`src/rtl/ofmap_readback_packer_if.sv`:
```
// Packed-word stream from the ofmap readback packer to its consumer.
interface ofmap_readback_packer_if #(
  parameter int CH_W = 6
);
  logic            m_valid;
  logic            m_ready;
  logic [31:0]     m_data;
  logic [CH_W-1:0] m_ch;
  logic            m_last;

  modport master (output m_valid, m_data, m_ch, m_last, input m_ready);
  modport slave  (input m_valid, m_data, m_ch, m_last, output m_ready);
endinterface

```
`src/rtl/ofmap_readback_packer.sv`:
```
// Readback engine for the conv output buffer: walks n_ch x len entries, packs the low
// byte of each into little-endian 32-bit words and streams them out with backpressure.
module ofmap_readback_packer #(
  parameter int ADDR_W    = 22,
  parameter int TAG_W     = 5,
  parameter int TAG_SHIFT = 17,
  parameter int CH_SHIFT  = 10,
  parameter int CH_W      = 6,
  parameter int LEN_W     = 11,
  parameter int OUT_DEPTH = 2
) (
  input  logic                    clk,
  input  logic                    rst,
  input  logic                    start,
  input  logic [TAG_W-1:0]        tag_i,
  input  logic [CH_W-1:0]         n_ch_i,
  input  logic [LEN_W-1:0]        len_i,
  output logic                    busy,
  output logic                    done,
  output logic [ADDR_W-1:0]       mem_addr,
  output logic                    mem_en,
  input  logic [31:0]             mem_rddata,
  ofmap_readback_packer_if.master m
);

  localparam int PTR_W = (OUT_DEPTH > 1) ? $clog2(OUT_DEPTH) : 1;
  localparam int CNT_W = $clog2(OUT_DEPTH + 1);
  localparam int CHM_W = TAG_SHIFT - CH_SHIFT;
  localparam logic [ADDR_W-1:0] CH_MASK = ADDR_W'((64'd1 << CHM_W) - 64'd1);

  typedef enum logic [1:0] {S_IDLE, S_RUN, S_DRAIN, S_DONE} state_t;

  typedef struct packed {
    logic            last;
    logic [CH_W-1:0] ch;
    logic [31:0]     data;
  } word_t;

  state_t state_q, state_d;

  logic [TAG_W-1:0]  tag_q, cur_tag;
  logic [CH_W-1:0]   n_ch_q, cur_nch, ch_q, cur_ch;
  logic [LEN_W-1:0]  len_q, cur_len, j_q, cur_j;
  logic              issue, alloc, pop, push, last_j, last_ch;
  logic [ADDR_W-1:0] word_addr;

  // Read-phase tags travel with mem_en, data-phase tags line up with mem_rddata.
  logic [1:0]        rd_byte, dv_byte;
  logic              rd_flush, rd_last, dv, dv_flush, dv_last;
  logic [CH_W-1:0]   rd_ch, dv_ch;
  logic [31:0]       asm_q, asm_next;

  word_t             fifo_mem [OUT_DEPTH];
  word_t             head;
  logic [PTR_W-1:0]  wr_ptr, rd_ptr;
  logic [CNT_W-1:0]  fifo_cnt, credit_q;

  logic              unused_rddata;
  assign unused_rddata = ^mem_rddata[31:8];

  assign pop  = m.m_valid && m.m_ready;
  assign push = dv && dv_flush;

  always_ff @(posedge clk or posedge rst) begin
    if (rst) state_q <= S_IDLE;
    else     state_q <= state_d;
  end

  // NOTE: every signal driven here gets a default first, so no path can infer a latch.
  always_comb begin
    state_d = state_q;
    issue   = 1'b0;
    cur_tag = tag_q;
    cur_nch = n_ch_q;
    cur_len = len_q;
    cur_ch  = ch_q;
    cur_j   = j_q;
    case (state_q)
      S_IDLE: begin
        // The first read goes out straight from the start inputs to save a cycle.
        cur_tag = tag_i;
        cur_nch = n_ch_i;
        cur_len = len_i;
        cur_ch  = '0;
        cur_j   = '0;
        if (start) begin
          if (n_ch_i == '0 || len_i == '0) begin
            state_d = S_DONE;
          end else begin
            issue   = 1'b1;
            state_d = S_RUN;
          end
        end
      end
      S_RUN: begin
        // Opening a new word needs a guaranteed FIFO slot; a pop this cycle frees one.
        if (j_q[1:0] != 2'd0 || credit_q < CNT_W'(OUT_DEPTH) || pop) issue = 1'b1;
      end
      S_DRAIN: if (pop && m.m_last) state_d = S_DONE;
      S_DONE:  state_d = S_IDLE;
      default: state_d = S_IDLE;
    endcase
    last_j  = (cur_j == cur_len - LEN_W'(1));
    last_ch = (cur_ch == cur_nch - CH_W'(1));
    alloc   = issue && (cur_j[1:0] == 2'd0);
    if (issue && last_j && last_ch) state_d = S_DRAIN;
    word_addr = (ADDR_W'(cur_tag) << TAG_SHIFT)
              + ((ADDR_W'(cur_ch) & CH_MASK) << CH_SHIFT)
              + ADDR_W'(cur_j);
  end

  always_comb begin
    asm_next = (dv_byte == 2'd0) ? 32'd0 : asm_q;
    case (dv_byte)
      2'd0:    asm_next[7:0]   = mem_rddata[7:0];
      2'd1:    asm_next[15:8]  = mem_rddata[7:0];
      2'd2:    asm_next[23:16] = mem_rddata[7:0];
      default: asm_next[31:24] = mem_rddata[7:0];
    endcase
  end

  // NOTE: sequential state uses non-blocking assignments so every flop samples pre-edge values.
  always_ff @(posedge clk or posedge rst) begin
    if (rst) begin
      tag_q    <= '0;
      n_ch_q   <= '0;
      len_q    <= '0;
      ch_q     <= '0;
      j_q      <= '0;
      mem_en   <= 1'b0;
      mem_addr <= '0;
      rd_byte  <= '0;
      rd_flush <= 1'b0;
      rd_last  <= 1'b0;
      rd_ch    <= '0;
      dv       <= 1'b0;
      dv_byte  <= '0;
      dv_flush <= 1'b0;
      dv_last  <= 1'b0;
      dv_ch    <= '0;
      asm_q    <= '0;
      wr_ptr   <= '0;
      rd_ptr   <= '0;
      fifo_cnt <= '0;
      credit_q <= '0;
    end else begin
      if (state_q == S_IDLE && start) begin
        tag_q  <= tag_i;
        n_ch_q <= n_ch_i;
        len_q  <= len_i;
      end
      mem_en <= issue;
      if (issue) begin
        mem_addr <= word_addr << 2;
        rd_byte  <= cur_j[1:0];
        rd_flush <= (cur_j[1:0] == 2'd3) || last_j;
        rd_last  <= last_j && last_ch;
        rd_ch    <= cur_ch;
        if (last_j) begin
          j_q  <= '0;
          ch_q <= cur_ch + CH_W'(1);
        end else begin
          j_q  <= cur_j + LEN_W'(1);
          ch_q <= cur_ch;
        end
      end
      dv       <= mem_en;
      dv_byte  <= rd_byte;
      dv_flush <= rd_flush;
      dv_last  <= rd_last;
      dv_ch    <= rd_ch;
      if (dv) asm_q <= asm_next;
      if (push) wr_ptr <= (wr_ptr == PTR_W'(OUT_DEPTH - 1)) ? '0 : wr_ptr + PTR_W'(1);
      if (pop)  rd_ptr <= (rd_ptr == PTR_W'(OUT_DEPTH - 1)) ? '0 : rd_ptr + PTR_W'(1);
      fifo_cnt <= fifo_cnt + CNT_W'(push) - CNT_W'(pop);
      credit_q <= credit_q + CNT_W'(alloc) - CNT_W'(pop);
    end
  end

  // NOTE: FIFO storage is not reset; the outputs are masked by m_valid so stale entries never leave.
  always_ff @(posedge clk) begin
    if (push) fifo_mem[wr_ptr] <= '{last: dv_last, ch: dv_ch, data: asm_next};
  end

  assign head      = fifo_mem[rd_ptr];
  assign m.m_valid = (fifo_cnt != '0);
  assign m.m_data  = m.m_valid ? head.data : 32'd0;
  assign m.m_ch    = m.m_valid ? head.ch   : '0;
  assign m.m_last  = m.m_valid && head.last;

  assign busy = (state_q == S_RUN) || (state_q == S_DRAIN);
  assign done = (state_q == S_DONE);

endmodule

```
`src/flat_wrapper.sv`:
```
// flat-port wrapper written by rule: the top's interface ports become plain ports
module ofmap_readback_packer_flat 
#(
  parameter int ADDR_W    = 22,
  parameter int TAG_W     = 5,
  parameter int TAG_SHIFT = 17,
  parameter int CH_SHIFT  = 10,
  parameter int CH_W      = 6,
  parameter int LEN_W     = 11,
  parameter int OUT_DEPTH = 2
)
  (clk, rst, start, tag_i, n_ch_i, len_i, busy, done, mem_addr, mem_en, mem_rddata, m_m_valid, m_m_data, m_m_ch, m_m_last, m_m_ready);
  ofmap_readback_packer_if #(.CH_W(CH_W)) m_i ();
  input  logic clk;
  input  logic rst;
  input  logic start;
  input  logic [TAG_W-1:0] tag_i;
  input  logic [CH_W-1:0] n_ch_i;
  input  logic [LEN_W-1:0] len_i;
  output logic busy;
  output logic done;
  output logic [ADDR_W-1:0] mem_addr;
  output logic mem_en;
  input  logic [31:0] mem_rddata;
  output wire logic [$bits(m_i.m_valid)-1:0] m_m_valid;
  output wire logic [$bits(m_i.m_data)-1:0] m_m_data;
  output wire logic [$bits(m_i.m_ch)-1:0] m_m_ch;
  output wire logic [$bits(m_i.m_last)-1:0] m_m_last;
  input wire logic [$bits(m_i.m_ready)-1:0] m_m_ready;
  assign m_m_valid = m_i.m_valid;
  assign m_m_data = m_i.m_data;
  assign m_m_ch = m_i.m_ch;
  assign m_m_last = m_i.m_last;
  assign m_i.m_ready = m_m_ready;
  ofmap_readback_packer #(.ADDR_W(ADDR_W), .TAG_W(TAG_W), .TAG_SHIFT(TAG_SHIFT), .CH_SHIFT(CH_SHIFT), .CH_W(CH_W), .LEN_W(LEN_W), .OUT_DEPTH(OUT_DEPTH)) u_core (.clk(clk), .rst(rst), .start(start), .tag_i(tag_i), .n_ch_i(n_ch_i), .len_i(len_i), .busy(busy), .done(done), .mem_addr(mem_addr), .mem_en(mem_en), .mem_rddata(mem_rddata), .m(m_i));
endmodule
```
`config.mk`:
```
export PLATFORM = sky130hd
export DESIGN_NAME = ofmap_readback_packer_flat
export DESIGN_NICKNAME = d
export VERILOG_FILES = /design/src/rtl/ofmap_readback_packer_if.sv /design/src/rtl/ofmap_readback_packer.sv /design/src/flat_wrapper.sv
export SDC_FILE = /design/constraint.sdc
export NUM_CORES = 1
export LEC_CHECK = 0
export CORE_ASPECT_RATIO = 1.75
export CORE_UTILIZATION = 45
export CTS_CLUSTER_SIZE = 8
export DETAILED_ROUTE_END_ITERATION = 10
export PLACE_DENSITY = 0.7
export SYNTH_ARGS = -nofsm -noshare
export SYNTH_HDL_FRONTEND = slang
export SYNTH_SLANG_ARGS = --single-unit
```
`constraint.sdc`:
```
create_clock -name clk -period 4.7 [get_ports clk]
set_input_delay 0.94 -clock clk [delete_from_list [all_inputs] [get_ports clk]]
set_output_delay 0.94 -clock clk [all_outputs]
set_load 0.005 [all_outputs]
```
### Yosys cells after proc, flatten, opt, wreduce, memory -nomap -nowiden

Memories as Yosys holds them, arrays and structs flattened.
Cells that the tools add are included.

| word-level totals | value |
|---|---|
| register bits after elaboration | 119 |
| memory bits (writable) | 78 |
| input port bits | 58 |
| output and inout bits | 65 |
| memories kept | 1 |

| cells by class | value |
|---|---|
| add/sub/neg operators | 12 |
| magnitude comparators | 1 |
| equality and inequality tests | 10 |
| muxes and demuxes | 27 |
| reduce and logical (&&, ||, !) cells | 24 |

Memories:

| memory | depth | width | read ports | clocked after Yosys merged registers in | wr ports | RTL line | source |
|---|---|---|---|---|---|---|---|
| u_core.fifo_mem | 2 | 39 | 1 | 0 | 1 | ofmap_readback_packer.sv:53 | `word_t fifo_mem [OUT_DEPTH];` |

Operator list:

| operator | number |
|---|---|
| 32-bit two-way mux | 2 |
| 11-bit two-way mux | 3 |
| 8-bit two-way mux | 4 |
| 6-bit two-way mux | 4 |
| 20-bit by 11-bit adder with 20-bit output | 1 |
| 20-bit by 16-bit adder with 20-bit output | 1 |
| 11-bit by 1-bit adder with 11-bit output (second input constant) | 1 |
| 11-bit == test | 1 |
| 11-bit zero test | 1 |
| 11-bit by 1-bit subtractor with 11-bit output (second input constant) | 1 |
| 1-bit logical AND | 9 |
| 2-bit == test (second input constant) | 4 |
| 2-bit two-way mux | 4 |
| 1-bit two-way mux | 7 |
| 6-bit by 1-bit adder with 6-bit output (second input constant) | 1 |
| 6-bit == test | 1 |
| 2-bit zero test | 3 |
| 6-bit zero test | 1 |
| 2-bit one-hot mux with 3 select lines | 1 |
| 6-bit by 1-bit subtractor with 6-bit output (second input constant) | 1 |
| 1-bit logical OR | 5 |
| 2-bit by 1-bit adder with 2-bit output | 2 |
| 2-bit by 1-bit == test with 1-bit output (second input constant) | 2 |
| 2-bit nonzero test | 2 |
| other kinds (10) | 12 |

### Logic depth before layout (Yosys ltp)

| depth | value |
|---|---|
| depth after elaboration | 9 |
| gate-level depth with buffers | 20 |

### Least setup slack after synthesis

OpenSTA, ideal clock, no wires.

| path | value |
|---|---|
| path type | reg2reg |
| from | register u_core.state_q[0] |
| to | register u_core.state_q[1] |
| library setup time | 67 ps |
| data arrival time | 4,505 ps |
| data required time | 4,633 ps |
| setup slack | 128 ps |
| stages on the path, launching flop included | 20 |
| clock period less this slack | 4,572 ps |
| cells stage by stage | dfrtp_1 > inv_1 > ha_1 > buf_2 > buf_2 > buf_2 > buf_2 > buf_2 > buf_2 > clkbuf_1 > mux2i_1 > ha_1 > xnor2_1 > o31ai_1 > o211ai_1 > a2111o_1 > a2111oi_4 > nand2_4 > a2111oi_4 > a221o_1 |

| between the ends | value |
|---|---|
| longest elaborated chain between the ends | 8 |
| elaborated cells between the ends (all ways) | 21 |
| classes of those cells | add/sub (2); eq/ne (7); mux (7); reduce/logical (5) |

RTL lines:

| item | RTL line | source |
|---|---|---|
| start: declaration | ofmap_readback_packer.sv:39 | `state_t state_q, state_d;` |
| start signal: assignment | ofmap_readback_packer.sv:66 | `else state_q <= state_d;` |
| 2-bit zero test | ofmap_readback_packer.sv:78 | `case (state_q)` |
| 11-bit two-way mux | ofmap_readback_packer.sv:78 |  |
| 11-bit by 1-bit subtractor with 11-bit output | ofmap_readback_packer.sv:103 | `last_j = (cur_j == cur_len - LEN_W'(1));` |
| 11-bit == test | ofmap_readback_packer.sv:103 |  |
| 1-bit logical AND (2 in series) | ofmap_readback_packer.sv:106 | `if (issue && last_j && last_ch) state_d = S_DRAIN;` |
| 3-bit by 1-bit != test with 1-bit output (no line), or another cell as far along | -- |  |
| 3-bit AND reduction (no line) | -- |  |

Several ways; a longest one is shown, not always the timed one.
A chain may end at the register's enable or synchronous reset.

### Worst setup path after layout

| path | value |
|---|---|
| from | input len_i[0] |
| to | register u_core.state_q[0] |

| between the ends | value |
|---|---|
| longest elaborated chain between the ends | 9 |
| elaborated cells between the ends (all ways) | 15 |
| classes of those cells | add/sub (1); eq/ne (3); mux (5); reduce/logical (6) |

RTL lines:

| item | RTL line | source |
|---|---|---|
| start: declaration | flat_wrapper.sv:19 | `input logic [LEN_W-1:0] len_i;` |
| branches (longest 5 deep; another with 11-bit by 1-bit subtractor with 11-bit output) | -- |  |
| 1-bit logical AND (*) (2 in series) | ofmap_readback_packer.sv:106 |  |
| 3-bit by 1-bit != test with 1-bit output (no line), or another cell as far along | -- |  |
| 3-bit AND reduction (no line) | -- |  |

Every way passes the cells marked *.

==> flow_metrics.tcl <==
set metrics [dict create \
    outcome "completed" \
    numPortBuffers 94 \
    slew-limit-headroom_pct 23.2 \
    cp_common_cell "a2111oi_4" \
    setup_slack_ns 0.927 \
    antenna_found_initial 0 \
    holdWs_ns 0.371 \
    cap_viol_max_count 0 \
    cts_made_buffers 17 \
    timing.critical_path.cells "clkdlybuf4s50_1, mux2i_1, ha_1, xnor2_1, o31ai_1, o211ai_1, a2111o_1, a2111oi_4, nand2_4, a2111oi_4, a211oi_1" \
    vias 6214 \
    p_int_mw 4.58 \
    end_kind "register" \
    cts-htree-levels 4 \
    p_comb_share_pct 40.5 \
    yosysWarnings 0 \
    post_drt_via_cell_ratio 5.49 \
    fillers 1755 \
    drtAntennaViolNets 0 \
    p_per_area_nw_per_um2 647 \
    netlist_area_um2 9190 \
    cts_tree "built" \
    start_kind "input port" \
    final_cell_area_um2 10900 \
    synth_ff_type "dfrtp_1" \
    hold_path.class "register to register" \
    gp_congestion 0.883 \
    cts_hold_buf 0 \
    busiest_layer "met2" \
    holdPathStages 0 \
    coreArea_um2 19900 \
    final_nets 947 \
    ctsResizeCount 0 \
    finalSetupViolations 0 \
    path_clk_slew_ns 0.06 \
    grt_pass1_wl_um 31100 \
    total_power_mw 7.07 \
    post_drt_wl_per_cell_um 17.6 \
    async_flop_share_pct 60.0 \
    grt_util_met1_pct 21.5 \
    pwr-share-clk_pct 19.1 \
    slew_viol_final 0 \
    dr.pass1.iters 4 \
    timing.final.crit_period_ns 3.77 \
    critPathArrivalTime_ns 4.05 \
    crit_slowest_cell "clkdlybuf4s50_1" \
    reg2reg_depth 10 \
    clock-root-buffer "clkbuf_16" \
    clockBufferDepth 2 \
    start_util_pct 46.2 \
    pre_cts_slack_ns 0.439 \
    max_freq_mhz 265 \
    sw_frac_of_total_pct 35.2 \
    vdd_drop_max_v 0.000364 \
    hold_start "u_core.rd_ch[2]$_DFFE_PP0P_" \
    slowest_delay_ns 0.59 \
    synth_cells 795 \
    synth-seq-cells 195 \
    grt_setup_unrepaired "false" \
    worst-setup-path-type "input port to register" \
    io_pins 123 \
    finClkSkew_ns 0.0147 \
    post_cts_buffers 0 \
    grt-ovfl-total 0 \
    worst_pin_slew_ns 1.15 \
    grt_pass1_vias 5963 \
    synth_edf_count 78 \
    use_met2_pct 37.2 \
    dieArea_um2 21000 \
    syn_avg_cell_area_um2 11.6 \
    cts.sinks 195 \
    drtIter0Drc 231 \
    yosysUniqueCellTypes 56 \
    finalWirelength_um 19900 \
    drc 0 \
    track_usage_pct 20.0 \
    p_sw_mw 2.49 \
    crit_path_start "len_i[0]" \
    setup_tns_ns 0 \
    crit_required_ns 4.98 \
    die_x_um 110 \
    dp_hpwl_um 14200 \
    p_seq_share_pct 40.3 \
    r2r-start "u_core.state_q[0]$_DFFE_PP0P_" \
    synthToLayoutAreaGrowth_pct 18.8 \
    period_share_pct 80.3 \
    post_dp_cell_area_um2 10400 \
    rows 68 \
    antenna_cells 0 \
    die_height_um 191 \
    yosysSeqAreaShare_pct 57.3 \
    grtUsageMet3_pct 3.55 \
    finalHoldViolCount 0 \
    clk_latency_ns 0.43 \
    leakagePower_nw 4.54 \
    crit_fanout 16 \
    drive_above_1_share_pct 12.9 \
    grt_max_degree 83 \
]
[cell type report]
cell class | instances | area, µm² | share of cell area [%]
Tap cell | 245 | 307 | 2.81
Multi-Input combinational cell | 528 | 3660 | 33.5
Inverter | 25 | 96.3 | 0.882
Sequential cell | 195 | 5270 | 48.3
Clock buffer | 19 | 443 | 4.06
Clock inverter | 13 | 103 | 0.939
Timing Repair Buffer | 106 | 1040 | 9.55
[cells in the mapped netlist, types with 6 or more instances]
| master | n | area [µm²] |
|---|---|---|
| xor2_1 | 13 | 114 |
| xnor2_1 | 21 | 184 |
| buf_1 | 8 | 30.0 |
| dfrtp_1 | 117 | 2930 |
| edfxtp_1 | 78 | 2340 |
| inv_1 | 25 | 93.8 |
| o31ai_1 | 6 | 45.0 |
| buf_2 | 9 | 45.0 |
| nor3b_1 | 7 | 52.6 |
| nor2_1 | 68 | 255 |
| nand3_1 | 12 | 60.1 |
| nand2_1 | 90 | 338 |
| a22o_1 | 16 | 140 |
| or3_1 | 6 | 37.5 |
| a21oi_1 | 10 | 50.1 |
| clkbuf_1 | 29 | 109 |
| o21ai_0 | 62 | 310 |
| mux2i_1 | 55 | 551 |
| mux2_2 | 58 | 653 |
| ha_1 | 16 | 200 |
| nor3_1 | 17 | 85.1 |
[flip-flops by register name, summed over array words and instances (netlist names), 2 cells and up]
name             count
u_core.n_ch_q        6
u_core.len_q        11
u_core.fifo_mem     78
u_core.dv_byte       2
u_core.state_q       2
u_core.j_q          11
u_core.fifo_cnt      2
u_core.credit_q      2
u_core.dv_ch         6
u_core.ch_q          6
u_core.rd_ch         6
u_core.mem_addr     19
u_core.tag_q         3
u_core.asm_q        32
[critical path, delay by kind of cell]
family | cells | cell delay (ns)
simple gates | 1 | 0.22
compound gates | 6 | 1.72
buf+inv | 1 | 0.59
mux | 1 | 0.12
xor+xnor | 1 | 0.13
fa+ha+maj | 1 | 0.33
[power groups by stage]
stage          logic (mW)  clock network [mW]  registers [mW]
5_1_grt              3.18                1.45            2.92
4_1_cts              2.91                1.38            2.85
2_1_floorplan        1.93                   0            2.68
6_report             2.87                1.35            2.85
3_5_place_dp         2.90                   0            2.89
3_3_place_gp         2.82                   0            2.86
[cells in the final DEF (no fill, tap or decap), drive strengths merged, types with 21 or more instances in the layout]
cell	Yosys	final
clkdlybuf4s50	0	94
dfrtp	117	117
edfxtp	78	78
inv	25	30
mux2	58	58
mux2i	55	55
nand2	91	91
nor2	69	69
o21ai	62	62
xnor2	21	21
[logic make-up (layout without fill, tap and decap cells)]
family / Yosys count / in the layout / share of synthesized area [%]
buf+inv: 73 / 163 / 3.19
xor+xnor: 34 / 34 / 3.24
other cells: 1 / 2 / 0.0408
fa+ha+maj: 16 / 16 / 2.18
simple gates: 232 / 232 / 11.4
compound gates: 131 / 131 / 9.53
mux: 113 / 113 / 13.1
flops: 195 / 195 / 57.3
[per-stage QoR]
step | utilization (%) | instances
after global routing | 54.9 | 1131
after CTS | 54.9 | 1131
after global placement | 52.1 | 1099
after detailed placement | 52.1 | 1099
final | 54.9 | 1131
after floorplan | - | 796
[path summary, 6_finish.rpt]
path,end,slack [ns]
worst max-delay path,u_core.state_q[0]$_DFFE_PP0P_,0.93
worst min-delay path,u_core.dv_ch[2]$_DFF_PP0_,0.37
worst max register to register,u_core.j_q[4]$_DFFE_PP0P_,0.99
worst min register to register,u_core.dv_ch[2]$_DFF_PP0_,0.37
max in group asynchronous,u_core.rd_ptr$_DFFE_PP0P_,2.77
min in group asynchronous,u_core.mem_addr[13]$_DFFE_PP0P_,0.97
[routing by layer]
metal / part of all wire, % / routed length [µm]
met1: 37 / 7470
met4: 3.3 / 660
met2: 57 / 11300
met3: 2.7 / 531
met5: 0 / 0
No activity file was read; power rests on OpenSTA's default activity.
